$ cat config.mk
export PLATFORM = sky130hd
export DESIGN_NAME = pkt_framer
export DESIGN_NICKNAME = d
export VERILOG_FILES = /design/src/rtl/pkt_framer_pkg.sv /design/src/rtl/pkt_framer_fifo_sync.sv /design/src/rtl/pkt_framer.sv
export SDC_FILE = /design/constraint.sdc
export NUM_CORES = 1
export LEC_CHECK = 0
export CORE_UTILIZATION = 55
export CTS_CLUSTER_DIAMETER = 40
export CTS_CLUSTER_SIZE = 10
export DETAILED_ROUTE_END_ITERATION = 8
export GPL_ROUTABILITY_DRIVEN = 0
export PLACE_DENSITY = 0.91
export SLEW_MARGIN = 30
export SYNTH_ARGS = -nofsm -noshare
export SYNTH_HDL_FRONTEND = slang
export SYNTH_SLANG_ARGS = --single-unit
$ cat constraint.sdc
create_clock -name clk -period 2.8 [get_ports clk]
set_input_delay 0.56 -clock clk [delete_from_list [all_inputs] [get_ports clk]]
set_output_delay 0.56 -clock clk [all_outputs]
set_load 0.02 [all_outputs]
$ cat src/rtl/pkt_framer_pkg.sv
// Shared constants for the packet framer: one-hot frame states,
// header fill values and the injection request record.
package pkt_framer_pkg;

  localparam int STATE_W = 3;

  localparam logic [STATE_W-1:0] S_IDLE    = 3'b001;
  localparam logic [STATE_W-1:0] S_DATA    = 3'b010;
  localparam logic [STATE_W-1:0] S_RECOVER = 3'b100;

  // Header/idle words are built by replicating these across WORD_SIZE.
  localparam logic HDR_FILL     = 1'b1;
  localparam logic HDR_ERR_FILL = 1'b0;

  typedef struct packed {
    logic pend;
    logic hdr;
  } inj_t;

endpackage

$ cat src/rtl/pkt_framer_fifo_sync.sv
// Synchronous FIFO with show-ahead read data and a registered occupancy count.
module fifo_sync #(
  parameter int WIDTH = 24,
  parameter int DEPTH = 4
) (
  input  logic             clk,
  input  logic             reset,
  input  logic             push,
  input  logic [WIDTH-1:0] wr_data,
  input  logic             pop,
  output logic [WIDTH-1:0] rd_data,
  output logic             full,
  output logic             empty
);

  localparam int AW = $clog2(DEPTH);
  localparam int CW = AW + 1;

  logic [WIDTH-1:0] mem [DEPTH];
  logic [AW-1:0]    wr_ptr;
  logic [AW-1:0]    rd_ptr;
  logic [CW-1:0]    count;
  logic             do_push;
  logic             do_pop;

  assign full    = (count == CW'(DEPTH));
  assign empty   = (count == '0);
  assign do_push = push && !full;
  assign do_pop  = pop && !empty;
  assign rd_data = mem[rd_ptr];

  always_ff @(posedge clk) begin
    if (do_push) mem[wr_ptr] <= wr_data;
  end

  // DEPTH is a power of two, so the pointers wrap on their own.
  always_ff @(posedge clk or negedge reset) begin
    if (!reset) begin
      wr_ptr <= '0;
      rd_ptr <= '0;
      count  <= '0;
    end else begin
      if (do_push) wr_ptr <= wr_ptr + AW'(1);
      if (do_pop)  rd_ptr <= rd_ptr + AW'(1);
      if (do_push && !do_pop)      count <= count + CW'(1);
      else if (do_pop && !do_push) count <= count - CW'(1);
    end
  end

endmodule

$ cat src/rtl/pkt_framer.sv
// Frames buffered payloads as {header, payload, seq}, one frame per clock,
// with idle frames in gaps and on-demand header/sequence error injection.
module pkt_framer
  import pkt_framer_pkg::*;
#(
  parameter int BUS_SIZE   = 32,
  parameter int WORD_SIZE  = 4,
  parameter int FIFO_DEPTH = 4
) (
  input  logic                              clk,
  input  logic                              reset,
  input  logic [BUS_SIZE-2*WORD_SIZE-1:0]   payload_in,
  input  logic                              payload_valid,
  output logic                              payload_ready,
  input  logic                              tx_en,
  input  logic                              inj_req,
  input  logic                              inj_hdr,
  output logic                              inj_busy,
  output logic [BUS_SIZE-1:0]               data_out,
  output logic                              frame_valid,
  output logic [STATE_W-1:0]                dbg_state
);

  localparam int PAYLOAD_SIZE = BUS_SIZE - 2*WORD_SIZE;
  localparam logic [WORD_SIZE-1:0] HDR_WORD = {WORD_SIZE{HDR_FILL}};
  localparam logic [WORD_SIZE-1:0] ERR_WORD = {WORD_SIZE{HDR_ERR_FILL}};
  localparam logic [BUS_SIZE-1:0]  IDLE_FRAME = {HDR_WORD, {(BUS_SIZE-WORD_SIZE){1'b0}}};

  logic [STATE_W-1:0]      state;
  logic [STATE_W-1:0]      next_state;
  logic [WORD_SIZE-1:0]    seq_cnt;
  logic [WORD_SIZE-1:0]    seq_word;
  logic [WORD_SIZE-1:0]    hdr_word;
  logic [PAYLOAD_SIZE-1:0] head;
  inj_t                    inj;
  logic                    corrupt;
  logic                    corrupt_q;
  logic                    load_data;
  logic                    full;
  logic                    empty;
  logic                    run;

  // Handshake: a payload transfers on any rising edge where payload_valid and
  // payload_ready are both high; ready depends only on registered state.
  assign payload_ready = run && !full;
  assign inj_busy      = inj.pend;
  assign dbg_state     = state;

  fifo_sync #(.WIDTH(PAYLOAD_SIZE), .DEPTH(FIFO_DEPTH)) u_fifo (
    .clk     (clk),
    .reset   (reset),
    .push    (payload_valid && payload_ready),
    .wr_data (payload_in),
    .pop     (load_data),
    .rd_data (head),
    .full    (full),
    .empty   (empty)
  );

  // A corrupted frame is always followed by one recovery idle frame.
  always_comb begin
    next_state = S_IDLE;
    if (corrupt_q)            next_state = S_RECOVER;
    else if (tx_en && !empty) next_state = S_DATA;
  end

  assign load_data = (next_state == S_DATA);
  assign corrupt   = load_data && inj.pend;

  always_comb begin
    hdr_word = HDR_WORD;
    seq_word = seq_cnt;
    if (corrupt && inj.hdr) hdr_word = ERR_WORD;
    if (corrupt && !inj.hdr)
      seq_word = (seq_cnt == '1) ? WORD_SIZE'(1) : seq_cnt + WORD_SIZE'(1);
  end

  always_ff @(posedge clk or negedge reset) begin
    if (!reset) begin
      state       <= S_IDLE;
      seq_cnt     <= WORD_SIZE'(1);
      data_out    <= '0;
      frame_valid <= 1'b0;
      corrupt_q   <= 1'b0;
      inj         <= '0;
      run         <= 1'b0;
    end else begin
      run         <= 1'b1;
      state       <= next_state;
      corrupt_q   <= corrupt;
      frame_valid <= load_data;
      if (load_data) begin
        data_out <= {hdr_word, head, seq_word};
        seq_cnt  <= seq_cnt + WORD_SIZE'(1);
      end else begin
        data_out <= IDLE_FRAME;
        seq_cnt  <= WORD_SIZE'(1);
      end
      if (corrupt)                inj.pend <= 1'b0;
      else if (inj_req && !inj.pend) begin
        inj.pend <= 1'b1;
        inj.hdr  <= inj_hdr;
      end
    end
  end

endmodule

==> impl_summary.log, run 1 <==
INFO  metric drt_pass1_iterations = 4
INFO  metric synth_cell_types = 37
INFO  metric synth_edf_count = 96
INFO  metric leakage_power = ~2.5 nW
INFO  metric clk-insertion-delay-late = approximately 0.51 ns
INFO  metric tightest_slew = just over 0.6 ns
INFO  metric main_flop_type_after_synthesis = sky130_fd_sc_hd__edfxtp_1
INFO  metric number_of_setup_buffers_added_after_cts = 0
INFO  metric antenna_cells_inserted = 0
INFO  metric timing.clock.skew = between 0.008 and 0.009 ns
INFO  metric grt_max_degree = 48
INFO  metric synth_top_cells_by_count = sky130_fd_sc_hd__edfxtp_1, sky130_fd_sc_hd__dfrtp_1, sky130_fd_sc_hd__and2_1
INFO  metric viasPerCell = around 5.3
INFO  metric drt-total-wl = 9200 µm
INFO  metric worst_slack_placed = 0.280 ns
INFO  metric cts-htree-levels = 4
INFO  metric initial_core_util = ~57%
INFO  metric final_hold_viol_count = 0
INFO  metric antenna_found_initial = 0
INFO  metric syn_area = ~5400 µm²
INFO  metric synth_mux_area_share = 11.2%
INFO  metric powerDensity = around 1100 nW/µm²
INFO  metric synth_top_family_by_area = multiplexers
INFO  metric timing.critical_path.from_type = flip-flop
INFO  metric synth_compound_area_share = around 1.2%
INFO  metric fillCellCount = 572
INFO  metric status = complete, no violations
INFO  metric synth-xor-area-share = roughly 1.5%
INFO  metric vias = between 2000 and 3000
INFO  metric synth_instances = 264
INFO  metric clk_root_buffer_cell = sky130_fd_sc_hd__clkbuf_8
INFO  metric tritoncts = done
INFO  metric multi_input_comb_area = roughly 1100 µm²
INFO  metric synth_fa_ha_area_share = between 1.5 and 2%
INFO  metric synth_area_per_cell = 20.3 µm²
INFO  metric layout_min_cycle_time = 2.35 ns
INFO  metric cts-buffers-inserted = 17
INFO  metric number_of_global_route_vias_before_repair = between 2000 and 3000
INFO  metric irDropWorstVdd = roughly 440 µV
INFO  metric cp.required = ~2.2 ns
INFO  metric die-height = between 100 and 150 µm
INFO  metric netlist.top_cell.by_area = sky130_fd_sc_hd__edfxtp_1
INFO  metric netlist_top_cells_area = sky130_fd_sc_hd__edfxtp_1, sky130_fd_sc_hd__dfrtp_1, sky130_fd_sc_hd__mux4_2
INFO  metric clk_pin_slew = ~0.06 ns
INFO  metric worst_hold_path_type = primary input to asynchronous set/reset pin
INFO  metric design.die.area = between 10000 and 15000 µm²
INFO  metric post-synth-top-area-fraction = ~54%
INFO  metric cts_hold_repair.buffers = 0
INFO  metric path_class = flip-flop to output port
INFO  metric top_ports = roughly 70
INFO  metric numPortBuffers = 67
INFO  metric p_r_area_growth_vs_syn = 25.2%
INFO  metric detailedRoute.firstIterationViolations = 120
INFO  metric yosys_warnings = 0
INFO  metric finish_stage_setup_viols = 0
INFO  metric asyncSetResetFlopFracSynth = 32.9%
INFO  metric coreArea = just over 9000 µm²
INFO  metric seq_area_frac_synth = around three quarters
INFO  metric critical_path.endpoint_type = output port
INFO  metric timing.setup.tns = 0 ns
INFO  metric detailedPlacementHpwl = approximately 5300 µm
INFO  metric ys_ff_latch = 143
INFO  metric finalWorstSetupSlack = 0.446 ns
INFO  metric die_width = just over 100 µm
INFO  metric layout.nets = 380
INFO  metric ff_latch_area = between 4000 and 5000 µm²
INFO  metric worst_slew_margin_rel = roughly three fifths
INFO  metric cts_repair_resize_count = 0
INFO  metric crit_share_post_route = 84.1%
INFO  metric globalRouteTotalUtil = between 20 and 25%
INFO  metric num_rows = 35
INFO  metric synth.net_count = 301
INFO  metric grt-ovfl-total = 0
INFO  metric layout_cell_share_with_drive_strength_beyond_1 = between 10% and 20%
INFO  metric post_drt_wl_per_cell = approximately 19 µm
INFO  metric crit_arrival = 1.79 ns
INFO  metric rsz0062_at_grt = no
INFO  metric clock_sink_count = approximately 140
INFO  metric max_freq = 425 MHz
INFO  metric drtAntennaViolNets = 0
INFO  metric crit_fanout = 5
INFO  metric remaining_drc_errors = 0
INFO  metric global_route_wire_length_before_repair = 14500 µm
INFO  metric yosys.cell_count.top_type = sky130_fd_sc_hd__edfxtp_1
INFO  metric synth-simple-area-share = between 5 and 6%
INFO  metric drv.max_cap_violation_count = 0
INFO  metric cts_max_path_buffers = 2
INFO  metric final_max_tran_viols = 0
[report_power, final]
part           internal [W]  switching, W
registers           0.00269      0.000274
clock network       0.00137      0.000875
logic              0.000955      0.000871
total               0.00502       0.00202
[per-stage QoR]
step	hold WS [ns]	instances	util (%)	total power (W)	cell area, µm²
global placement	0.407	453	65.4	0.00474	6100
floorplan	0.264	264	-	0.00421	5350
finish	0.0619	485	71.8	0.00704	6700
detailed placement	0.421	453	65.4	0.00483	6100
global route	0.101	485	71.8	0.00735	6700
CTS	0.0727	485	71.8	0.00711	6700
[cells in the final DEF (no fill, tap or decap), types with 2 or more instances in the layout]
cell and instances:
sky130_fd_sc_hd__clkinvlp_4 3, sky130_fd_sc_hd__edfxtp_1 96, sky130_fd_sc_hd__buf_4 8, sky130_fd_sc_hd__dfrtp_1 44
sky130_fd_sc_hd__mux4_1 6, sky130_fd_sc_hd__nor2b_1 2, sky130_fd_sc_hd__nand3_1 4, sky130_fd_sc_hd__clkdlybuf4s50_1 66
sky130_fd_sc_hd__clkinv_2 2, sky130_fd_sc_hd__inv_6 3, sky130_fd_sc_hd__mux4_2 18, sky130_fd_sc_hd__clkinv_4 3
sky130_fd_sc_hd__bufinv_16 3, sky130_fd_sc_hd__ha_1 6, sky130_fd_sc_hd__inv_1 4, sky130_fd_sc_hd__nand2_1 2
sky130_fd_sc_hd__xor2_1 4, sky130_fd_sc_hd__dfstp_2 2, sky130_fd_sc_hd__and2_1 30, sky130_fd_sc_hd__clkbuf_16 16
sky130_fd_sc_hd__mux2_2 3, sky130_fd_sc_hd__nor2_1 6, sky130_fd_sc_hd__xnor2_1 5
[cell type report]
class / count / area share [%]
Tap cell: 129 / 2.41
Timing Repair Buffer: 74 / 10.8
Clock inverter: 15 / 2.78
Sequential cell: 143 / 60.6
Inverter: 5 / 0.317
Clock buffer: 17 / 6.18
Multi-Input combinational cell: 102 / 16.9
[critical path: stages, from the launching register on]
cell	delay, ns
sky130_fd_sc_hd__dfrtp_1	0.46
sky130_fd_sc_hd__o31a_1	0.30
sky130_fd_sc_hd__clkdlybuf4s50_1	0.53
[metal layers]
layer	part of all wire [%]	up-vias	wire, µm	track usage [%]
met5	0	-	0	0
met3	4.6	15	426	5.55
met1	42	1331	3890	25.9
li1	-	1153	-	-
met2	52	90	4760	33.9
met4	1.4	0	127	8.70
[flip-flops by register name, indices dropped and copies added (netlist names)]
| name | flops |
|---|---|
| seq_cnt | 4 |
| data_out | 29 |
| dbg_state | 3 |
| u_fifo.wr_ptr | 2 |
| inj_busy | 1 |
| u_fifo.count | 3 |
| u_fifo.rd_ptr | 2 |
| inj | 1 |
| run | 1 |
| corrupt_q | 1 |
| u_fifo.mem | 96 |
[logic make-up after synthesis]
kind of cell,count (synthesis)
buffers and inverters,19
AND/OR/NAND/NOR,51
other,1
XOR/XNOR,9
multiplexers,27
adder cells (fa/ha/maj),7
AO/OA/AOI/OAI,7
flip-flops,143
[path summary, 6_finish.rpt]
check	cells after the start	slack, ns	end	startpoint
min in group clk	0	0.43	dbg_state[2]$_DFF_PN0_	corrupt_q$_DFF_PN0_
min reg2reg	0	0.43	dbg_state[2]$_DFF_PN0_	corrupt_q$_DFF_PN0_
max reg2reg	8	0.77	u_fifo.count[2]$_DFFE_PN0P_	u_fifo.count[0]$_DFFE_PN0P_
max in group asynchronous	1	2.29	u_fifo.rd_ptr[0]$_DFFE_PN0P_	reset
min	1	0.06	dbg_state[2]$_DFF_PN0_	reset
max	2	0.45	payload_ready	u_fifo.count[0]$_DFFE_PN0P_
No activity file was read; power rests on OpenSTA's default activity.
==> run 2: changes to the inputs <==
CORE_UTILIZATION = 49   (was 55)
PLACE_DENSITY = 0.87   (was 0.91)
clock period = 1.9 ns   (was 2.8 ns; I/O delays follow)
==> run 2 against run 1 <==
Non-clock buffer count grew 20. Combinational power increased by 66%. Sequential power rose by 44%. Final area grew 3.9%. Critical endpoint is now u_fifo.count[1]$_DFFE_PN0P_. Highest routed layer unchanged.
==> impl_summary.log, run 2 (synthesized netlist as in run 1, its figures left out) <==
INFO  metric clk_pin_slew = 0.06 ns (about the same)
INFO  metric worst_hold_path_type = primary input to asynchronous set/reset pin
INFO  metric detailedPlacementHpwl = 5840 µm (+9.7%)
INFO  metric viasPerCell = 5.21 (-2.5%)
INFO  metric multi_input_comb_area = 1160 µm² (+2.6%)
INFO  metric design.die.area = 11300 µm² (+12%)
INFO  metric status = complete, no violations
INFO  metric detailedRoute.firstIterationViolations = 114 (-5.0%)
INFO  metric m3_gr_usage = 6.38% (+0.83 points)
INFO  metric largest_register_ffs = 96 (unchanged)
INFO  metric path_class = flip-flop to flip-flop
INFO  metric layout.cells.most_common = sky130_fd_sc_hd__edfxtp_1
INFO  metric drt_pass1_iterations = 4 (unchanged)
INFO  metric coreArea = 10500 µm² (+12%)
INFO  metric ff_latch_area = 4060 µm² (about the same)
INFO  metric worst_slew_margin_rel = 66.4% (+7.6 points)
INFO  metric grt_most_used_layer = met2
INFO  metric clk_root_buffer_cell = sky130_fd_sc_hd__clkbuf_8
INFO  metric timing.clock.skew = 0.00675 ns (-0.00193 ns)
INFO  metric crit_arrival = 2.30 ns (+0.51 ns)
INFO  metric remaining_drc_errors = 0 (unchanged)
INFO  metric top_ports = 68 (unchanged)
INFO  metric crit_fanout = 3 (-2)
INFO  metric layout_cell_share_with_drive_strength_beyond_1 = 24.5% (+5.6 points)
INFO  metric critical_path.endpoint_type = flip-flop
INFO  metric clock_sink_count = 143 (unchanged)
INFO  metric global_route_wire_length_before_repair = 15200 µm (+4.7%)
INFO  metric tightest_slew = 0.504 ns (-0.113 ns)
INFO  metric fillCellCount = 724 (+27%)
INFO  metric antenna_cells_inserted = 0 (unchanged)
INFO  metric grt-ovfl-total = 0 (unchanged)
INFO  metric post_drt_wl_per_cell = 18.9 µm (-0.20%)
INFO  metric grt.met2_usage = 32.6% (-1.3 points)
INFO  metric leakage_power = 2.69 nW (+8.5%)
INFO  metric cts-buffers-inserted = 17 (unchanged)
INFO  metric grt_max_degree = 31 (-35%)
INFO  metric layout.cells.most_common_list = sky130_fd_sc_hd__edfxtp_1, sky130_fd_sc_hd__clkdlybuf4s50_1, sky130_fd_sc_hd__dfrtp_1
INFO  metric finish_stage_setup_viols = 0 (unchanged)
INFO  metric die-height = 107 µm (+5.8%)
INFO  metric final_hold_viol_count = 0 (unchanged)
INFO  metric reg_top3 = u_fifo.mem (96), data_out (29), seq_cnt (4)
INFO  metric numPortBuffers = 67 (unchanged)
INFO  metric num_rows = 37 (+5.7%)
INFO  metric rsz0062_at_grt = yes
INFO  metric drv.max_cap_violation_count = 0 (unchanged)
INFO  metric powerDensity = 1530 nW/µm² (+45%)
INFO  metric max_freq = ~530 MHz
INFO  metric number_of_global_route_vias_before_repair = 2833 (+6.1%)
INFO  metric largest_register = u_fifo.mem
INFO  metric cts_max_path_buffers = 2 (unchanged)
INFO  metric drt-total-wl = 9690 µm (+5.4%)
INFO  metric postPlaceCellArea = 6270 µm² (+2.8%)
INFO  metric initial_core_util = 51.1% (-6.2 points)
INFO  metric irDropWorstVdd = 740 µV (+67%)
INFO  metric cp.required = 2.30 ns (+0.06 ns)
INFO  metric finish.instance_area = 6960 µm² (+3.9%)
INFO  metric layout.nets = 400 (+5.3%)
INFO  metric globalRouteTotalUtil = 19.0% (-1.5 points)
INFO  metric layout_min_cycle_time = ~1.9 ns
INFO  metric drtAntennaViolNets = 0 (unchanged)
INFO  metric vias = 2666 (+3.0%)
INFO  metric use_met1 = 21.9% (-4.0 points)
INFO  metric clk-insertion-delay-late = 0.52 ns (about the same)
INFO  metric timing.setup.tns = 0 ns (unchanged)
INFO  metric cts-htree-levels = 4 (unchanged)
INFO  metric tritoncts = done
INFO  metric timing.critical_path.from_type = flip-flop
INFO  metric crit_share_post_route = 99.9%
INFO  metric p_r_area_growth_vs_syn = 30.1%
INFO  metric final_max_tran_viols = 0 (unchanged)
INFO  metric antenna_found_initial = 0 (unchanged)
INFO  metric die_width = 107 µm (+5.8%)
[run 2: cell count changes in the layout (fill, tap and decap cells not counted), sizes merged, moves of 3 or more]
cell | before | now
clkdlybuf4s50 | 66 | 54
buf | 8 | 28
dlygate4sd2 | 0 | 6
clkinv | 5 | 8
inv | 9 | 6
clkinvlp | 3 | 0
dlymetal6s2s | 0 | 5
clkbuf | 17 | 22
[run 2: area by class of cell]
class                   instances  area share, %
clock inverters                10           1.33
repair buffers                 94           13.2
flip-flops and latches        143           58.4
inverters                       5          0.306
clock buffers                  22           7.58
well taps                     136           2.44
multi-input cells             102           16.7
[run 2: per-stage QoR]
step | worst slack, ns | utilization [%] | total power [W] | hold slack [ns] | std cells
global route | -0.0569 | 66.5 | 0.0111 | 0.384 | 512
global placement | -0.310 | 59.9 | 0.00718 | 0.356 | 474
detailed placement | -0.360 | 59.9 | 0.00732 | 0.379 | 474
finish | 0.00201 | 66.5 | 0.0106 | 0.359 | 512
floorplan | -0.0322 | - | 0.00625 | 0.0844 | 264
CTS | -0.0258 | 65.9 | 0.0107 | 0.359 | 508
[run 2: final timing paths]
kind                                             start                          end  slack, ns  depth (start not counted)
hold reg to reg                    corrupt_q$_DFF_PN0_       dbg_state[2]$_DFF_PN0_       0.44                          0
hold / removal                                   reset  u_fifo.count[1]$_DFFE_PN0P_       0.36                          2
max in group asynchronous                        reset         seq_cnt[0]$_DFF_PN1_       0.89                          3
setup reg to reg           u_fifo.count[2]$_DFFE_PN0P_  u_fifo.count[1]$_DFFE_PN0P_      0.002                          6
min in group clk                   corrupt_q$_DFF_PN0_       dbg_state[2]$_DFF_PN0_       0.44                          0
setup / recovery           u_fifo.count[2]$_DFFE_PN0P_  u_fifo.count[1]$_DFFE_PN0P_      0.002                          6
[run 2: what timing repair did]
action	in CTS	in global routing
hold endpoints to repair	18	0
setup endpoints to repair	9	8
hold buffers	1	0
setup buffers	1	4
pin swaps	2	2
resized for setup	10	12
[run 2: power by group]
part	leakage [nW]	internal, W	switching [W]
sequential	1.47	0.00397	0.000297
combinational	0.915	0.00158	0.00146
clock	0.309	0.00209	0.00124
total	2.69	0.00764	0.00300
[run 2: routing by layer]
metal | vias to the layer above | routed length, µm
li1 | 1196 | -
met1 | 1375 | 3800
met2 | 78 | 5230
met3 | 17 | 470
met4 | 0 | 192
met5 | - | 0
[run 2: critical path: stages, from the launching register on]
cell and delay (ns):
sky130_fd_sc_hd__dfrtp_1 0.42, sky130_fd_sc_hd__inv_2 0.08, sky130_fd_sc_hd__o311a_1 0.38, sky130_fd_sc_hd__ha_4 0.18
sky130_fd_sc_hd__inv_2 0.05, sky130_fd_sc_hd__fa_2 0.41, sky130_fd_sc_hd__mux2_4 0.27
